[src/rtl/pattern_seq_pkg.sv]
// Shared mode codes and FSM state encoding for the pattern sequencer and its helpers.
package pattern_seq_pkg;

   localparam int unsigned MODE_W = 2;

   localparam logic [MODE_W-1:0] MODE_BIN  = 2'd0;
   localparam logic [MODE_W-1:0] MODE_GRAY = 2'd1;
   localparam logic [MODE_W-1:0] MODE_DOWN = 2'd2;

   typedef enum logic [1:0] {
      S_IDLE = 2'd0,
      S_RUN  = 2'd1,
      S_DONE = 2'd2
   } state_t;

endpackage

[src/rtl/pattern_encode.sv]
// Combinational step-to-pattern mapping; unknown mode codes fall back to binary up.
module pattern_encode
   import pattern_seq_pkg::*;
#(
   parameter int unsigned WIDTH = 2
) (
   input  logic [WIDTH-1:0]  step,
   input  logic [MODE_W-1:0] mode,
   output logic [WIDTH-1:0]  code_c
);

   always_comb begin
      code_c = step;
      case (mode)
         MODE_GRAY: code_c = step ^ (step >> 1);
         MODE_DOWN: code_c = ~step;
         default:   code_c = step;
      endcase
   end

endmodule

[src/rtl/pattern_sequencer.sv]
// Clocked exhaustive stimulus sweep with per-pattern hold and truth-table capture of a 1-bit response.
module pattern_sequencer
   import pattern_seq_pkg::*;
#(
   parameter int unsigned WIDTH = 2,
   parameter int unsigned HOLD  = 10
) (
   input  logic                    clk,
   input  logic                    rst,
   input  logic                    start,
   input  logic                    stop,
   input  logic [MODE_W-1:0]       mode,
   input  logic                    continuous,
   input  logic                    resp,
   output logic [WIDTH-1:0]        stim,
   output logic                    stim_valid,
   output logic                    busy,
   output logic                    done,
   output logic [(1<<WIDTH)-1:0]   resp_vec
);

   localparam int unsigned NPAT   = 1 << WIDTH;
   localparam int unsigned HOLD_W = (HOLD > 1) ? $clog2(HOLD) : 1;
   localparam logic [WIDTH-1:0]  STEP_LAST = WIDTH'(NPAT - 1);
   localparam logic [HOLD_W-1:0] HOLD_LAST = HOLD_W'(HOLD - 1);

   state_t              state;
   logic [WIDTH-1:0]    step;
   logic [HOLD_W-1:0]   hold_cnt;
   logic [MODE_W-1:0]   mode_q;
   logic [WIDTH-1:0]    enc_step_c;
   logic [MODE_W-1:0]   enc_mode_c;
   logic [WIDTH-1:0]    enc_code_c;

   // Encoder looks one step ahead so stim can be loaded as a register.
   always_comb begin
      enc_step_c = '0;
      enc_mode_c = mode_q;
      if (state == S_RUN)  enc_step_c = step + WIDTH'(1);
      if (state == S_IDLE) enc_mode_c = mode;
   end

   pattern_encode #(.WIDTH(WIDTH)) u_encode (
      .step   (enc_step_c),
      .mode   (enc_mode_c),
      .code_c (enc_code_c)
   );

   always_ff @(posedge clk) begin
      if (rst) begin
         state      <= S_IDLE;
         step       <= '0;
         hold_cnt   <= '0;
         mode_q     <= MODE_BIN;
         stim       <= '0;
         stim_valid <= 1'b0;
         busy       <= 1'b0;
         done       <= 1'b0;
         resp_vec   <= '0;
      end else if (stop) begin
         // Abort keeps the partially captured resp_vec.
         state      <= S_IDLE;
         stim       <= '0;
         stim_valid <= 1'b0;
         busy       <= 1'b0;
         done       <= 1'b0;
      end else begin
         case (state)
            S_IDLE: begin
               done <= 1'b0;
               if (start) begin
                  state      <= S_RUN;
                  mode_q     <= mode;
                  step       <= '0;
                  hold_cnt   <= '0;
                  resp_vec   <= '0;
                  stim       <= enc_code_c;
                  stim_valid <= 1'b1;
                  busy       <= 1'b1;
               end
            end
            S_RUN: begin
               if (hold_cnt == HOLD_LAST) begin
                  resp_vec[step] <= resp;
                  hold_cnt       <= '0;
                  if (step == STEP_LAST) begin
                     state <= S_DONE;
                     done  <= 1'b1;
                     busy  <= 1'b0;
                  end else begin
                     step <= step + WIDTH'(1);
                     stim <= enc_code_c;
                  end
               end else begin
                  hold_cnt <= hold_cnt + HOLD_W'(1);
               end
            end
            S_DONE: begin
               done <= 1'b0;
               if (continuous) begin
                  state      <= S_RUN;
                  step       <= '0;
                  hold_cnt   <= '0;
                  resp_vec   <= '0;
                  stim       <= enc_code_c;
                  stim_valid <= 1'b1;
                  busy       <= 1'b1;
               end else begin
                  state      <= S_IDLE;
                  stim       <= '0;
                  stim_valid <= 1'b0;
               end
            end
            default: state <= S_IDLE;
         endcase
      end
   end

endmodule

[config.mk]
export PLATFORM = sky130hd
export DESIGN_NAME = pattern_sequencer
export DESIGN_NICKNAME = d
export VERILOG_FILES = /design/src/rtl/pattern_seq_pkg.sv /design/src/rtl/pattern_encode.sv /design/src/rtl/pattern_sequencer.sv
export SDC_FILE = /design/constraint.sdc
export NUM_CORES = 1
export LEC_CHECK = 0
export BUFFER_PORTS_ARGS = -buffer_cell sky130_fd_sc_hd__clkbuf_2
export CAP_MARGIN = 40
export CORE_MARGIN = 10
export CORE_UTILIZATION = 50
export DETAILED_ROUTE_END_ITERATION = 8
export PLACE_DENSITY = 0.72
export SYNTH_ARGS = -nofsm -noshare
export SYNTH_HDL_FRONTEND = slang
export SYNTH_SLANG_ARGS = --single-unit
[constraint.sdc]
create_clock -name clk -period 5.01 [get_ports clk]
set_clock_uncertainty 0.1 [all_clocks]
set_input_delay 0.2505 -clock clk [delete_from_list [all_inputs] [get_ports clk]]
set_output_delay 0.2505 -clock clk [all_outputs]
set_load 0.005 [all_outputs]
==> flow_summary_export.csv, run 1 <==
group,metric,value,unit
run,cap_viol_max_count,0,
clocking,tritoncts,"done",
critical_path,worstPathMaxFanout,11,
synth,synth_compound_area_share,16.1,%
timing,fin_crit,2230,ps
detailed_routing,wire_per_inst,13.9,um
timing,tightest_slew,631,ps
clocking,ctsLongestPathBuffers,2,
floorplan,die_h,66.8,um
global_route,overflow,0,
detailed_routing,antenna_left,0,
critical_path,reg2regPathDepth,6,
timing,max_freq,449,MHz
critical_path,r2r_setup_slack,2780,ps
pwr,swShare,25.8,%
clocking,insertion_delay,290,ps
timing,setup_viol,0,
pwr,p_switching,0.0000692,W
timing,finalCritPeriodShare,44.4,%
detailed_routing,drc,0,
global_route,grt_pass1_vias,867,
floorplan,initial_core_util,54.1,%
synth,synth_commonest_cells,"19 x dfxtp_1, 10 x nand2_1, 9 x ha_1, 9 x nor2_1, 8 x nand3_1",
timing,relSlewSlack,57.3,%
finish,nets,157,
place,dpl.cell_count,162,
detailed_routing,routed_wl,2310,um
place,hpwl,1760,um
pwr,irDropWorstVdd,0.141,mV
synth,netlist_instances,125,
synth,synth_top_area_share,34.8,%
place,gp_congestion,0.876,
synth,synth_most_common_cell,"dfxtp_1",
detailed_routing,drt_iter0_drc,52,
timing,maxSlewViolCount,0,
timing,rsz0062_at_grt,"false",
finish,drive_above_1_share,18.0,%
pwr,pwr-share-comb,12.5,%
global_route,antenna_found_initial,0,
pwr,clkPwrFrac,29.2,%
clocking,post_cts_buffers,0,
critical_path,cp-startpoint,"state[0]",
detailed_routing,routed_via_density,5.65,
critical_path,critPathArrivalTime,2380,ps
synth,synthXorXnorAreaFrac,0,%
critical_path,cp_data_required_time,5160,ps
pwr,power.density,224,mW/mm^2
timing,final.setup.tns,0,ps
synth,synth_area_leaders,"dfxtp_1 35%, ha_1 10%, mux2i_1 5.5%",
synth,synth_ff_type,"dfxtp_1",
clocking,root_buffer,"clkbuf_4",
floorplan,io_pins,17,
synth,synth_async_sr_flop_share,0,%
clocking,htreeDepth,1,
clocking,ctsResizeCount,0,
clocking,hold_buffers,0,
floorplan,coreArea,0.00202,mm^2
critical_path,reg2reg_from,"state[0]",
synth,yosys.area.top_type,"dfxtp_1",
synth,synth_top_family_by_area,"simple AND/OR/NAND/NOR gates",
synth,ys_seq_area_share,34.8,%
synth,ys_seq_elements,19,
global_route,grt_start_max_net_pins,16,
clocking,clkTransAtPathRegs,110,ps
clocking,cts.sinks,19,
finish,area.growth.synth_to_final,9.50,%
worst_hold_path,min_from,"mode[0]",
critical_path,cp-start-kind,"flop",
critical_path,worstSetupPathType,"reg -> reg",
finish,fill_cells,191,
worst_hold_path,holdPathStages,3,
floorplan,rows,16,
pwr,intPower,0.000199,W
global_route,grtUsageTotal,10.9,%
floorplan,dieArea,0.00446,mm^2
critical_path,r2r_end,"stim[1]",
detailed_routing,dr_total_vias,938,
finish,finalNonFillerCells,166,
global_route,grt_pass1_wl,3910,um
pwr,p_leak,0.480,nW
synth,synth_cell_types,39,
pwr,seqPwrFrac,58.3,%
synth,synth.cell_area,0.00109,mm^2
run_status,outcome,"finished clean",
finish,n_antenna_cell,0,
critical_path,crit_path_end_kind,"flop",
synth,synth_adder_area_share,10.3,%
timing,hold_violations,0,
floorplan,die_w,66.8,um
synth,synth_warnings,0,
synth,synth.area.mux_share,6.52,%
synth,avgSynthCellArea,8.75,um^2
place,io_buffer_count,16,
synth,synth-edff-count,0,
detailed_routing,drtPass1Iterations,4,
clocking,cts_buffers,3,
worst_hold_path,hp-class,"in -> reg",
synth,synth-simple-area-share,26.9,%
synth,synth_nets,142,
worst_hold_path,holdPathEnd,"mode_q[0]",
[placed cells by master, fill, tap and decap left out, types with 2 or more instances in the layout]
cell / Yosys / layout
dfxtp_1: 19 / 19
nor2_1: 9 / 9
nor3_1: 3 / 3
nand2b_2: 2 / 2
o21bai_1: 2 / 2
inv_1: 6 / 6
nand3b_1: 5 / 5
nand2b_1: 2 / 2
nor3b_1: 2 / 2
o21ai_0: 3 / 3
or4_1: 3 / 3
mux2i_1: 6 / 6
ha_1: 9 / 9
a21oi_1: 7 / 7
nand2_1: 10 / 10
nand3_1: 8 / 8
a31oi_1: 5 / 5
clkbuf_4: 0 / 3
o211a_1: 2 / 2
clkbuf_2: 1 / 16
[power groups by stage]
stage | Combinational (W) | Sequential [W] | Clock [W]
6_report | 0.0000335 | 0.000156 | 0.0000782
5_1_grt | 0.0000381 | 0.000157 | 0.0000894
4_1_cts | 0.0000336 | 0.000156 | 0.0000834
3_5_place_dp | 0.0000337 | 0.000160 | 0
3_3_place_gp | 0.0000327 | 0.000160 | 0
2_1_floorplan | 0.0000246 | 0.000159 | 0
[worst max-delay path by stage]
stage               to  cells past startpoint
2_1_floorplan  stim[1]                      7
3_3_place_gp   stim[1]                      6
3_5_place_dp   stim[1]                      6
4_1_cts        stim[1]                      6
5_1_grt        stim[1]                      6
6_report       stim[1]                      6
[flip-flops by register name (all words and copies together), names as in the netlist]
signal / count
hold_cnt: 4
resp_vec: 4
mode_q: 2
state: 2
step: 2
stim: 2
busy: 1
done: 1
stim_valid: 1
[cells by family (layout without fill, tap and decap cells)]
kind of cell,after synthesis,in the layout
flip-flops,19,19
adder cells (fa/ha/maj),9,9
multiplexers,7,7
buffers and inverters,12,26
AND/OR/NAND/NOR,52,52
AO/OA/AOI/OAI,26,26
[critical path, cell delays in order (launching register included)]
cell and delay, ps:
dfxtp_1 420, nor2_1 240, mux2_2 390, ha_1 330, nand2b_1 160, a2111oi_0 380, a31o_2 160
[per-layer routing]
metal	wire length (um)	track usage, %	vias up
met5	0	0	-
met4	31	5.76	0
met3	89	2.51	6
met2	1070	16.6	16
met1	1120	13.8	431
li1	-	-	485
[through the flow]
step	util (%)	area, um^2	total power [W]	setup slack, ps	hold WS [ps]
floorplan	-	1090	0.000183	2900	220
global placement	57.9	1170	0.000192	2880	334
detailed placement	57.9	1170	0.000193	2800	343
CTS	59.2	1200	0.000273	2780	95.4
global route	59.2	1200	0.000284	2590	140
finish	59.2	1200	0.000268	2780	103
[area by class of cell]
type | instances | area [um^2] | area share (%)
Multi-Input combinational cell | 94 | 654 | 54.6
Sequential cell | 19 | 380 | 31.8
Timing Repair Buffer | 16 | 80.1 | 6.69
Tap cell | 27 | 33.8 | 2.82
Clock buffer | 4 | 26.3 | 2.19
Inverter | 6 | 22.5 | 1.88
(Power assumes the default switching activity.)
==> inputs of run 2 (changes only) <==
--- a/config.mk
+++ b/config.mk
@@ -8,9 +8,9 @@
 export BUFFER_PORTS_ARGS = -buffer_cell sky130_fd_sc_hd__clkbuf_2
 export CAP_MARGIN = 40
 export CORE_MARGIN = 10
-export CORE_UTILIZATION = 50
+export CORE_UTILIZATION = 49
 export DETAILED_ROUTE_END_ITERATION = 8
-export PLACE_DENSITY = 0.72
+export PLACE_DENSITY = 0.73
 export SYNTH_ARGS = -nofsm -noshare
 export SYNTH_HDL_FRONTEND = slang
 export SYNTH_SLANG_ARGS = --single-unit
==> constraint.sdc (replaced) <==
create_clock -name clk -period 2 [get_ports clk]
set_clock_uncertainty 0.1 [all_clocks]
set_input_delay 0.1 -clock clk [delete_from_list [all_inputs] [get_ports clk]]
set_output_delay 0.1 -clock clk [all_outputs]
set_load 0.005 [all_outputs]
==> run 2 against run 1 <==
Compared with the run above:
- combinational power grew to 3.4 times the previous value
- maximum frequency up 17%
- clock-buffer cell count is the same
- setup slack worse by 2700 ps
- critical path depth is 1 higher
- sequential power increased to 2.5 times the previous value
- clock power rose to 2.6 times the previous value
- design area up 11%
- global-route usage up 0.82 points
- utilization grew 2.3 points
- final cell count increased by 7.2%
- die area grew 1.4%
- largest power group unchanged
==> flow_summary_export.csv, run 2 (same netlist as run 1, synthesis figures left out) <==
group,metric,value,unit
clocking,root_buffer,"clkbuf_4",
pwr,power,0.000703,W
pwr,p_leak,0.537,nW
detailed_routing,wire_per_inst,14.0,um
critical_path,crit_path_end_kind,"flop",
critical_path,critPathArrivalTime,2060,ps
floorplan,initial_core_util,50.4,%
global_route,grt_start_max_net_pins,16,
floorplan,rows,17,
global_route,busiest_layer,"met2",
detailed_routing,antenna_left,0,
timing,timing.hold.ws,72.9,ps
critical_path,cp-start-kind,"flop",
clocking,ctsLongestPathBuffers,2,
global_route,grtUsageMet2,18.7,%
global_route,grt_pass1_wl,4170,um
timing,relSlewSlack,75.9,%
finish,area.growth.synth_to_final,22.1,%
finish,multi_input_area,697,um^2
detailed_routing,routed_wl,2480,um
detailed_routing,drc,0,
timing,hold_violations,0,
floorplan,dieArea,0.00452,mm^2
detailed_routing,drt_iter0_drc,51,
timing,max_freq,526,MHz
critical_path,crit_path_max_incr_delay,350,ps
critical_path,worstPathMaxFanout,5,
detailed_routing,drtPass1Iterations,4,
global_route,grt_pass1_vias,904,
timing,fin_crit,1900,ps
clocking,cts_buffers,3,
critical_path,worstPathCellList,"nor2_4 -> mux2i_4 -> buf_4 -> ha_4 -> nand2b_1 -> a2111oi_2 -> a31o_2",
critical_path,cpMaxStageDelayCell,"dfxtp_2",
timing,finalCritPeriodShare,95.0,%
detailed_routing,routed_via_density,5.46,
clocking,htreeDepth,1,
floorplan,coreArea,0.00217,mm^2
worst_hold_path,hp-class,"in -> reg",
clocking,clkTransAtPathRegs,110,ps
timing,maxSlewViolCount,0,
global_route,use_met3,2.31,%
global_route,use_met1,14.2,%
place,pre_cts_ws,2.04,ps
timing,setup_ws,100,ps
floorplan,die_h,67.2,um
finish,top_regs,"hold_cnt (4), resp_vec (4)",
critical_path,cp_data_required_time,2160,ps
global_route,overflow,0,
floorplan,die_w,67.2,um
place,hpwl,1830,um
clocking,cts.sinks,19,
finish,drive_above_1_share,24.7,%
global_route,grtUsageTotal,11.7,%
floorplan,io_pins,17,
finish,fill_cells,203,
finish,layout_commonest_cell,"dfxtp_1",
pwr,power.density,527,mW/mm^2
detailed_routing,dr_total_vias,971,
pwr,irDropWorstVdd,0.479,mV
finish,n_antenna_cell,0,
critical_path,worstSetupPathType,"reg -> reg",
finish,layout_common_cells,"18 x dfxtp_1, 16 x clkbuf_2, 10 x nand2_1",
timing,tightest_slew,360,ps
run,cap_viol_max_count,0,
clocking,insertion_delay,300,ps
run_status,outcome,"finished clean",
global_route,antenna_found_initial,0,
place,io_buffer_count,16,
place,gp_congestion,0.856,
finish,final-seq-area,382,um^2
timing,setup_viol,0,
clocking,tritoncts,"done",
finish,nets,168,
-- run 2: where the power goes --
group	switching, W	internal [W]	total (W)
sequential	0.00000529	0.000385	0.000391
clock	0.000122	0.0000779	0.000200
combinational	0.0000578	0.0000550	0.000113
total	0.000185	0.000518	0.000703
-- run 2: timing repair --
action                                 CTS  global route
setup buffers                            0             2
cloned                                   0             0
pin swaps                                1             1
setup endpoints to repair                2             2
endpoints found under the hold margin    4             0
gates resized for setup                  3             3
hold buffers                             4             0
-- run 2: path summary, 6_finish.rpt --
| kind | from | end | slack, ps | cells after the start |
|---|---|---|---|---|
| max | state[0] | stim[1] | 100 | 7 |
| min | rst | step[1] | 70 | 2 |
| max reg2reg | state[0] | stim[1] | 100 | 7 |
| min reg2reg | stim_valid | stim_valid | 360 | 2 |
-- run 2: cell type report --
| cell class | count | share of cell area (%) |
|---|---|---|
| clock buffers | 4 | 1.97 |
| inverters | 6 | 1.69 |
| multi-input cells | 94 | 52.2 |
| flip-flops and latches | 19 | 28.6 |
| well taps | 28 | 2.62 |
| repair buffers | 27 | 12.9 |
-- run 2: per-stage QoR --
step                      std cells  cell area, um^2  utilization, %  setup TNS (ps)
after global routing            178             1340            61.5          -0.585
after detailed placement        168             1220            56.2               0
after CTS                       176             1300            59.8               0
final                           178             1340            61.5               0
after global placement          168             1220            56.2               0
after floorplan                 125             1100               -           -49.2
-- run 2: layer usage --
layer  up-vias  part of all wire, %
li1        501                    -
met1       447                   46
met2        18                   48
met3         5                  4.6
met4         0                  2.1
met5         -                    0
-- run 2: worst max-delay path: cells and delay by family (launching register included) --
kind,cells,cell delay (ps)
buffers and inverters,1,150
AND/OR/NAND/NOR,2,310
flip-flops,1,350
multiplexers,1,260
adder cells (fa/ha/maj),1,200
AO/OA/AOI/OAI,2,480
==> inputs of run 3 (changes only) <==
--- a/config.mk
+++ b/config.mk
@@ -5,12 +5,13 @@
 export SDC_FILE = /design/constraint.sdc
 export NUM_CORES = 1
 export LEC_CHECK = 0
-export BUFFER_PORTS_ARGS = -buffer_cell sky130_fd_sc_hd__clkbuf_2
 export CAP_MARGIN = 40
 export CORE_MARGIN = 10
-export CORE_UTILIZATION = 49
+export CORE_UTILIZATION = 50
 export DETAILED_ROUTE_END_ITERATION = 8
-export PLACE_DENSITY = 0.73
+export DONT_BUFFER_PORTS = 1
+export PLACE_DENSITY = 0.68
 export SYNTH_ARGS = -nofsm -noshare
 export SYNTH_HDL_FRONTEND = slang
+export SYNTH_HIERARCHICAL = 1
 export SYNTH_SLANG_ARGS = --single-unit
==> run 3 against run 2 <==
Compared with the run above:
- setup slack got worse by 62 ps
- sequential share of layout area rose by 0.52 points
- critical path depth up 2
- design area decreased by 1.8%
- largest cell class unchanged
- routed wire length shrank 0.20%
- final cell count fell by 10%
- maximum frequency down 3.2%
- register-to-register slack worse by 60 ps
- worst hold slack lost 62 ps
- combinational power about the same
- global-route usage fell by 0.055 points
==> flow_summary_export.csv, run 3 <==
group,metric,value,unit
run_status,outcome,"finished clean",
floorplan,io_pins,17,
critical_path,r2r_setup_slack,40,ps
clocking,ctsLongestPathBuffers,2,
critical_path,r2r_end,"stim[0]",
floorplan,rows,17,
critical_path,critPathArrivalTime,2060,ps
pwr,power.density,542,mW/mm^2
synth,ys_seq_elements,19,
finish,n_antenna_cell,0,
finish,area.growth.synth_to_final,12.6,%
synth,synth_warnings,6,
worst_hold_path,holdPathEnd,"stim[0]",
detailed_routing,antenna_left,0,
timing,relSlewSlack,64.6,%
clocking,clkTransAtPathRegs,110,ps
detailed_routing,routed_via_density,5.48,
synth,synth.area.mux_share,7.09,%
synth,synth_nets,140,
critical_path,worstSetupPathType,"reg -> reg",
critical_path,reg2reg_from,"state[1]",
clocking,post_cts_buffers,0,
worst_hold_path,holdPathStages,4,
timing,finalCritPeriodShare,98.1,%
clocking,htreeDepth,1,
critical_path,cp_data_required_time,2090,ps
floorplan,die_h,68.3,um
synth,ys_seq_area_share,32.7,%
global_route,antenna_found_initial,0,
finish,drive_above_1_share,19.7,%
global_route,grtUsageTotal,11.7,%
place,io_buffer_count,0,
detailed_routing,dr_total_vias,876,
timing,maxSlewViolCount,0,
pwr,irDropWorstVdd,0.373,mV
clocking,tritoncts,"done",
synth,synth-simple-area-share,26.0,%
global_route,grt_pass1_vias,887,
pwr,power,0.000711,W
run,cap_viol_max_count,0,
synth,synth_cell_types,42,
worst_hold_path,min_from,"continuous",
global_route,grt_start_max_net_pins,15,
synth,synth_adder_area_share,8.59,%
timing,timing.hold.ws,10.5,ps
finish,nets,149,
critical_path,worstPathMaxFanout,4,
finish,multi_input_area,749,um^2
worst_hold_path,hp-class,"in -> reg",
detailed_routing,wire_per_inst,15.5,um
timing,fin_crit,1960,ps
clocking,cts_buffers,3,
synth,synth_area_leaders,"dfxtp_1 33%, ha_1 8.6%, mux2i_1 5.2%",
synth,synth_commonest_cells,"19 x dfxtp_1, 11 x nor2_1, 9 x inv_1, 8 x ha_1, 7 x a21oi_1",
synth,synthXorXnorAreaFrac,2.26,%
detailed_routing,drc,0,
synth,avgSynthCellArea,9.39,um^2
floorplan,coreArea,0.00221,mm^2
detailed_routing,drtPass1Iterations,4,
place,hpwl,1790,um
floorplan,initial_core_util,52.7,%
global_route,grt_pass1_wl,4090,um
finish,layout_commonest_cell,"dfxtp_1",
global_route,overflow,0,
place,pre_cts_ws,10.2,ps
place,gp_congestion,0.744,
clocking,root_buffer,"clkbuf_4",
finish,final-seq-area,382,um^2
synth,synth_async_sr_flop_share,0,%
critical_path,crit_path_end_kind,"flop",
critical_path,reg2regPathDepth,9,
synth,synth_top_family_by_area,"simple AND/OR/NAND/NOR gates",
detailed_routing,drt_iter0_drc,39,
synth,synth_ff_type,"dfxtp_1",
floorplan,dieArea,0.00466,mm^2
synth,synth.cell_area,0.00116,mm^2
critical_path,cp-start-kind,"flop",
floorplan,die_w,68.3,um
timing,setup_ws,38.0,ps
pwr,p_leak,0.481,nW
timing,tightest_slew,530,ps
synth,synth_compound_area_share,17.2,%
timing,setup_viol,0,
finish,top_regs,"hold_cnt (4), resp_vec (4)",
synth,yosys.area.top_type,"dfxtp_1",
synth,netlist_instances,124,
synth,synth_most_common_cell,"dfxtp_1",
timing,hold_violations,0,
detailed_routing,routed_wl,2480,um
clocking,cts.sinks,19,
finish,layout_common_cells,"18 x dfxtp_1, 9 x nor2_1, 9 x inv_1",
timing,rsz0062_at_grt,"true",
timing,max_freq,510,MHz
synth,synth-edff-count,0,
finish,fill_cells,186,
clocking,insertion_delay,300,ps
synth,synth_top_area_share,32.7,%
[run 3: cell types whose count changed after synthesis, moves of 4 or more]
cell,before,now
nand2_1,10,6
nor2b_1,1,5
a31oi_1,5,0
nand3_1,8,2
[run 3: per-layer routing]
| layer | vias to the layer above | part of all wire (%) | GRT usage (%) | wire [um] |
|---|---|---|---|---|
| li1 | 445 | - | - | - |
| met1 | 416 | 41 | 12.3 | 1030 |
| met2 | 11 | 51 | 20.6 | 1270 |
| met3 | 4 | 5.8 | 3.26 | 145 |
| met4 | 0 | 1.4 | 6.03 | 34 |
| met5 | - | 0 | 0 | 0 |
[run 3: cells by family (layout without fill, tap and decap cells)]
logic type                 count (synthesis)  count (layout)
and+or+nand+nor                           48              48
AOI/OAI and AO/OA                         24              24
DFF                                       19              19
buffers and inverters                     14              22
adders and majority gates                  8               8
muxes                                      8               8
xor gates and xnor gates                   3               3
[run 3: power breakdown]
part / internal (W) / leakage [nW] / switching [W] / total [W]
registers: 0.000387 / 0.155 / 0.00000809 / 0.000395
logic: 0.0000568 / 0.311 / 0.0000591 / 0.000116
clock network: 0.0000778 / 0.0150 / 0.000122 / 0.000200
[run 3: worst max path at each step]
stage	startpoint	depth (start not counted)	end	slack, ps
6_report	state[1]	9	stim[0]	40
5_1_grt	state[1]	9	stim[0]	-70
2_1_floorplan	state[0]	10	stim[0]	4
3_5_place_dp	state[0]	9	stim[0]	10
3_3_place_gp	state[0]	9	stim[0]	100
4_1_cts	state[0]	10	stim[0]	10
[run 3: timing repair]
item                                    4_1_cts  5_1_grt
resized for setup                             1        7
pin swaps                                     0        4
endpoints found under the setup margin        1        3
hold endpoints to repair                     13        0
hold buffers                                  7        0
[run 3: stage by stage]
stage	cell area [um^2]	util [%]	TNS, ps	instances
floorplan	1180	-	0	124
global placement	1190	53.8	0	149
detailed placement	1190	53.8	0	149
CTS	1290	58.4	0	160
global route	1310	59.3	-132	160
finish	1310	59.3	0	160
[run 3: layout make-up]
| class | instances | share of cell area (%) |
|---|---|---|
| Clock buffer | 4 | 2.00 |
| Inverter | 9 | 2.58 |
| Multi-Input combinational cell | 91 | 57.2 |
| Sequential cell | 19 | 29.1 |
| Tap cell | 28 | 2.67 |
| Timing Repair Buffer | 9 | 6.49 |
[run 3: worst max-delay path, cell delays in order (launching register included)]
cell      delay (ps)
dfxtp_2          360
nor2_4           130
mux2_4           330
ha_4             280
nor2_2            30
mux2i_1          160
o221ai_1         120
nor2b_2          160
mux2i_1          140
nor2_1            50
